==> src/rtl/pattern_detect_pkg.sv <==
// Shared types and helpers for the programmable serial pattern detector.
// Optional idle-input abort is enabled with DETECT_TIMEOUT_EN.
package pattern_detect_pkg;

   typedef enum logic [1:0] {
      IDLE  = 2'd0,
      ARMED = 2'd1,
      DONE  = 2'd2
   } state_t;

   localparam int MAXLEN_DEF = 8;
   localparam int LENW       = $clog2(MAXLEN_DEF + 1);

   // Length 0 is meaningless, so it is treated as a single-bit pattern.
   function automatic int clamp_len(input int len, input int maxlen);
      if (len < 1)
         return 1;
      else if (len > maxlen)
         return maxlen;
      else
         return len;
   endfunction

endpackage

==> src/rtl/pattern_shift_match.sv <==
// History shift register, bits-seen counter and masked pattern compare.
// Raises match_hit in the cycle the completing bit is sampled.
module pattern_shift_match
   import pattern_detect_pkg::*;
#(
   parameter int MAXLEN = MAXLEN_DEF,
   parameter int LW     = $clog2(MAXLEN + 1)
) (
   input  logic              clk,
   input  logic              rst,
   input  logic              clear,
   input  logic              shift_en,
   input  logic              in_bit,
   input  logic              overlap,
   input  logic [MAXLEN-1:0] pattern,
   input  logic [LW-1:0]     len,
   output logic              match_hit
);

   logic [MAXLEN-1:0] hist;
   logic [MAXLEN-1:0] hist_nxt;
   logic [MAXLEN-1:0] mask;
   logic [LW-1:0]     seen;
   logic [LW:0]       seen_p1;

   always_comb begin
      hist_nxt = {hist[MAXLEN-2:0], in_bit};
      mask     = '0;
      for (int i = 0; i < MAXLEN; i++)
         mask[i] = (i < int'(len));
      seen_p1   = {1'b0, seen} + (LW+1)'(1);
      match_hit = shift_en
               && (((hist_nxt ^ pattern) & mask) == '0)
               && (seen_p1 >= {1'b0, len});
   end

   // Non-overlapping mode forgets the bits of a completed match.
   always_ff @(posedge clk) begin
      if (rst) begin
         hist <= '0;
         seen <= '0;
      end else if (clear) begin
         hist <= '0;
         seen <= '0;
      end else if (shift_en) begin
         hist <= hist_nxt;
         if (match_hit && !overlap)
            seen <= '0;
         else if (seen != LW'(MAXLEN))
            seen <= seen + 1'b1;
      end
   end

endmodule

==> src/rtl/pattern_detect_ctrl.sv <==
// Config/arm/count controller around the serial pattern matcher.
// Define DETECT_TIMEOUT_EN to add the idle-input abort and timeout port.
module pattern_detect_ctrl
   import pattern_detect_pkg::*;
#(
   parameter int                MAXLEN      = MAXLEN_DEF,
   parameter int                CNTW        = 8,
   parameter logic [MAXLEN-1:0] DEF_PATTERN = MAXLEN'(8'b0000_1011),
   parameter int                DEF_LEN     = 4,
   parameter int                TIMEOUT_CYC = 255,
   localparam int               LW          = $clog2(MAXLEN + 1)
) (
   input  logic              clk,
   input  logic              rst,
   input  logic              cfg_valid,
   output logic              cfg_ready,
   input  logic [MAXLEN-1:0] cfg_pattern,
   input  logic [LW-1:0]     cfg_len,
   input  logic              cfg_overlap,
   input  logic [CNTW-1:0]   cfg_target,
   input  logic              start,
   input  logic              stop,
   input  logic              in_valid,
   input  logic              in,
   output logic              q,
   output logic [CNTW-1:0]   match_count,
   output logic              busy,
   output logic              done
`ifdef DETECT_TIMEOUT_EN
  ,output logic              timeout
`endif
);

   state_t            state;
   logic [MAXLEN-1:0] pat_r;
   logic [LW-1:0]     len_r;
   logic              ovl_r;
   logic [CNTW-1:0]   tgt_r;
   logic              arm;
   logic              shift_en;
   logic              match_hit;
   logic              hit_last;

`ifdef DETECT_TIMEOUT_EN
   localparam int TW = $clog2(TIMEOUT_CYC + 1);
   logic [TW-1:0] tcnt;
`endif

   assign cfg_ready = (state == IDLE);
   assign busy      = (state == ARMED);
   assign arm       = (state == IDLE) && start && !cfg_valid;
   assign shift_en  = (state == ARMED) && in_valid && !stop;
   assign hit_last  = (tgt_r != '0)
                   && ((match_count + 1'b1) == tgt_r);

   pattern_shift_match #(
      .MAXLEN (MAXLEN),
      .LW     (LW)
   ) u_match (
      .clk       (clk),
      .rst       (rst),
      .clear     (arm),
      .shift_en  (shift_en),
      .in_bit    (in),
      .overlap   (ovl_r),
      .pattern   (pat_r),
      .len       (len_r),
      .match_hit (match_hit)
   );

   always_ff @(posedge clk) begin
      if (rst) begin
         state       <= IDLE;
         pat_r       <= DEF_PATTERN;
         len_r       <= LW'(clamp_len(DEF_LEN, MAXLEN));
         ovl_r       <= 1'b1;
         tgt_r       <= '0;
         q           <= 1'b0;
         match_count <= '0;
         done        <= 1'b0;
`ifdef DETECT_TIMEOUT_EN
         timeout     <= 1'b0;
         tcnt        <= '0;
`endif
      end else begin
         done <= 1'b0;
         unique case (state)
            IDLE: begin
               q <= 1'b0;
               if (cfg_valid) begin
                  pat_r <= cfg_pattern;
                  len_r <= LW'(clamp_len(int'(cfg_len), MAXLEN));
                  ovl_r <= cfg_overlap;
                  tgt_r <= cfg_target;
               end else if (start) begin
                  state       <= ARMED;
                  match_count <= '0;
`ifdef DETECT_TIMEOUT_EN
                  timeout     <= 1'b0;
                  tcnt        <= '0;
`endif
               end
            end
            ARMED: begin
               if (stop) begin
                  state <= IDLE;
                  q     <= 1'b0;
               end else begin
                  q <= match_hit;
                  if (match_hit) begin
                     if (match_count != '1)
                        match_count <= match_count + 1'b1;
                     if (hit_last) begin
                        state <= DONE;
                        done  <= 1'b1;
                     end
                  end
`ifdef DETECT_TIMEOUT_EN
                  if (in_valid) begin
                     tcnt <= '0;
                  end else if (tcnt == TW'(TIMEOUT_CYC - 1)) begin
                     state   <= DONE;
                     done    <= 1'b1;
                     timeout <= 1'b1;
                     tcnt    <= '0;
                  end else begin
                     tcnt <= tcnt + 1'b1;
                  end
`endif
               end
            end
            DONE: begin
               q     <= 1'b0;
               state <= IDLE;
            end
            default: begin
               q     <= 1'b0;
               state <= IDLE;
            end
         endcase
      end
   end

endmodule

==> config.mk <==
export PLATFORM = sky130hd
export DESIGN_NAME = pattern_detect_ctrl
export DESIGN_NICKNAME = d
export VERILOG_FILES = /design/src/rtl/pattern_detect_pkg.sv /design/src/rtl/pattern_shift_match.sv /design/src/rtl/pattern_detect_ctrl.sv
export SDC_FILE = /design/constraint.sdc
export NUM_CORES = 1
export LEC_CHECK = 0
export ABC_AREA = 1
export CAP_MARGIN = 10
export CORE_MARGIN = 5
export CORE_UTILIZATION = 57
export CTS_BUF_LIST = sky130_fd_sc_hd__clkbuf_16
export DETAILED_ROUTE_END_ITERATION = 16
export GPL_TIMING_DRIVEN = 0
export PLACE_DENSITY = 0.88
export SYNTH_ARGS = -nofsm -noshare
export SYNTH_HDL_FRONTEND = slang
export SYNTH_SLANG_ARGS = --single-unit
==> constraint.sdc <==
create_clock -name clk -period 3.2 [get_ports clk]
set_input_delay 0.64 -clock clk [delete_from_list [all_inputs] [get_ports clk]]
set_output_delay 0.64 -clock clk [all_outputs]
set_load 0.01 [all_outputs]
==> results_dict.tcl <==
set metrics [dict create \
    cp_data_required_time_ns 3.38 \
    slew_violations 0 \
    timing.max_cap.violations 0 \
    setup_violations 0 \
    start_kind "register" \
    end_kind "register" \
    cts-resized-gates 0 \
    fin_ws_ns 0.947 \
    fin_crit_sh 0.704 \
    ys_seq_area_frac 0.381 \
    worst_r2r_path_depth 12 \
    worst-slew-pin-transition_ns 0.569 \
    hold_end "pat_r[4]$_SDFFE_PP0P_" \
    antenna_found_initial 0 \
    cts-hold-fix-buffers 0 \
    multi_input_area_mm2 0.00121 \
    worst_hold_startpoint "pat_r[4]$_SDFFE_PP0P_" \
    ir_worst_vdd_mv 0.311 \
    fillers 318 \
    period_needed_ns 2.25 \
    cp_max_fo 10 \
    synthCells 336 \
    ys_ff_latch 44 \
    rr_endpoint "match_count[4]$_SDFFE_PP0P_" \
    final_cell_mix "nand2_1 (71), inv_1 (49), dfxtp_1 (44), clkdlybuf4s50_1 (39), nor2_1 (37)" \
    yosysTopAreaCell "dfxtp_1" \
    ios 40 \
    first_pass_iters 4 \
    cts_tree "yes" \
    ff_latch_area_um2 881 \
    final.setup_skew_ns 0.00481 \
    crit_type "register to register" \
    grt_setup_unrepaired "no" \
    reg2reg_from "u_match.seen[0]$_SDFFE_PP0P_" \
    synthArstFlopShare 0 \
    vias 2264 \
    grt-ovfl-total 0 \
    syn_area_mm2 0.00231 \
    synth.area.top_cells "dfxtp_1 (38%), nand2_1 (12%), inv_1 (8.0%)" \
    dp.final_hpwl_mm 4.38 \
    max_freq_mhz 444 \
    gp_congestion 0.890 \
    reg2reg_slack_ns 0.95 \
    ys_types 26 \
    hold_viol_final 0 \
    clockBufferDepth 2 \
    cp.arrival_ns 2.43 \
    cts.sinks 44 \
    fin_setup_tns_ns 0 \
    grt_pass1_vias 2260 \
    coreArea_mm2 0.00397 \
    htree_levels 2 \
    postCtsSetupRepairBufs 0 \
    pwr_density_cell_mw_per_mm2 467 \
    nNetsFinal 417 \
    viasPerCell 5.23 \
    layout-drive-gt1-share 0.0496 \
    synth_edf_count 0 \
    wl_mm 5.75 \
    grt_start_max_net_pins 15 \
    total_leakage_power_nw 1.25 \
    slew_headroom 0.619 \
    synth_top_area_share 0.381 \
    first_iter_violations 120 \
    clkTransAtPathRegs_ns 0.06 \
    wl_per_cell_um 13.3 \
    clock-root-buffer "clkbuf_16" \
    layout_commonest_cell "nand2_1" \
    ant_nets 0 \
    syn2layout_area_growth_pct 26.8 \
    clk_latency_ns 0.29 \
    initial_utilization 0.582 \
    fp.dieW_um 73.7 \
    diodes 0 \
    cts_buffers 5 \
    port-buffer-count 39 \
    syn_nets 371 \
    ys_warn_count 0 \
    syn_area_per_cell_um2 6.88 \
    hold_depth 2 \
    die_area_mm2 0.00543 \
    place_worst_setup_slack_ns 0.815 \
    ys.flop_type "dfxtp_1" \
    rows 23 \
    die_y_um 73.7 \
    hold_class "register to register" \
    grt_use_total 0.231 \
    grt_pass1_wl_mm 9.88 \
    outcome "finished, final reports clean" \
    drc 0 \
]
## cells in the mapped netlist (2+ instances only)
library cell	n
nor3_1	2
dfxtp_1	44
o21ai_0	27
inv_1	49
nor2_4	2
clkbuf_1	5
nand4_1	6
xnor2_1	3
o21a_1	3
ha_1	7
nand3_1	30
a21oi_1	30
buf_2	2
nor2_1	37
nand3_2	2
xor2_1	6
nand2_1	71
nand4_2	2
## power breakdown
group | total (mW) | leakage [nW] | internal, mW | switching, mW
combinational | 0.190 | 0.812 | 0.0859 | 0.104
clock | 0.581 | 0.0814 | 0.367 | 0.214
sequential | 0.598 | 0.361 | 0.575 | 0.0227
## critical path, cell delays in order (launching register included)
cell and delay, ns:
dfxtp_1 0.43, ha_1 0.22, xor2_1 0.23, ha_1 0.30, nand2_1 0.07, nand2_1 0.04
nand3_1 0.07, nand4_2 0.17, nand4_4 0.18, nand2_2 0.07, buf_6 0.14, o21ai_0 0.15
nor2_1 0.06
## routing by layer
layer | GRT usage | wire length (µm)
met4 | 0.0865 | 74
met3 | 0.0315 | 328
met5 | 0 | 0
met2 | 0.404 | 2880
met1 | 0.287 | 2460
## state kept, by name (all words and copies together), names as in the netlist
name / cells
match_count: 8
pat_r: 8
tgt_r: 8
u_match.hist: 7
len_r: 4
u_match.seen: 4
state: 2
done: 1
ovl_r: 1
q: 1
## logic make-up (layout without fill, tap and decap cells)
kind of cell	count (synthesis)	count (layout)	synth area share
buffers and inverters	57	104	0.0969
adder cells (fa/ha/maj)	7	7	0.0379
XOR/XNOR	9	9	0.0341
flip-flops	44	44	0.381
AO/OA/AOI/OAI	63	63	0.143
AND/OR/NAND/NOR	156	156	0.307
## through the flow
step	hold slack (ns)	power [mW]	std cells	cell area, µm²	util
floorplan	0.443	0.719	336	2310	-
global placement	0.457	0.789	425	2770	0.696
detailed placement	0.468	0.796	425	2770	0.696
CTS	0.478	1.37	433	2930	0.739
global route	0.500	1.42	433	2930	0.739
finish	0.477	1.37	433	2930	0.739
## layout make-up
type,instances,share of cell area
Inverter,49,0.0627
Clock buffer,5,0.0427
Clock inverter,3,0.0145
Timing Repair Buffer,39,0.133
Tap cell,50,0.0213
Sequential cell,44,0.300
Buffer,8,0.0137
Multi-Input combinational cell,235,0.412
## worst max-delay path by stage
stage	from	to	slack (ns)	cells past startpoint
after floorplan	u_match.seen[0]$_SDFFE_PP0P_	match_count[4]$_SDFFE_PP0P_	1.23	12
after global placement	in_valid	match_count[5]$_SDFFE_PP0P_	0.85	10
after detailed placement	in_valid	match_count[5]$_SDFFE_PP0P_	0.82	10
after CTS	u_match.seen[0]$_SDFFE_PP0P_	match_count[4]$_SDFFE_PP0P_	0.93	12
after global routing	u_match.seen[0]$_SDFFE_PP0P_	match_count[4]$_SDFFE_PP0P_	0.70	12
final	u_match.seen[0]$_SDFFE_PP0P_	match_count[4]$_SDFFE_PP0P_	0.95	12
(Power assumes the default switching activity.)
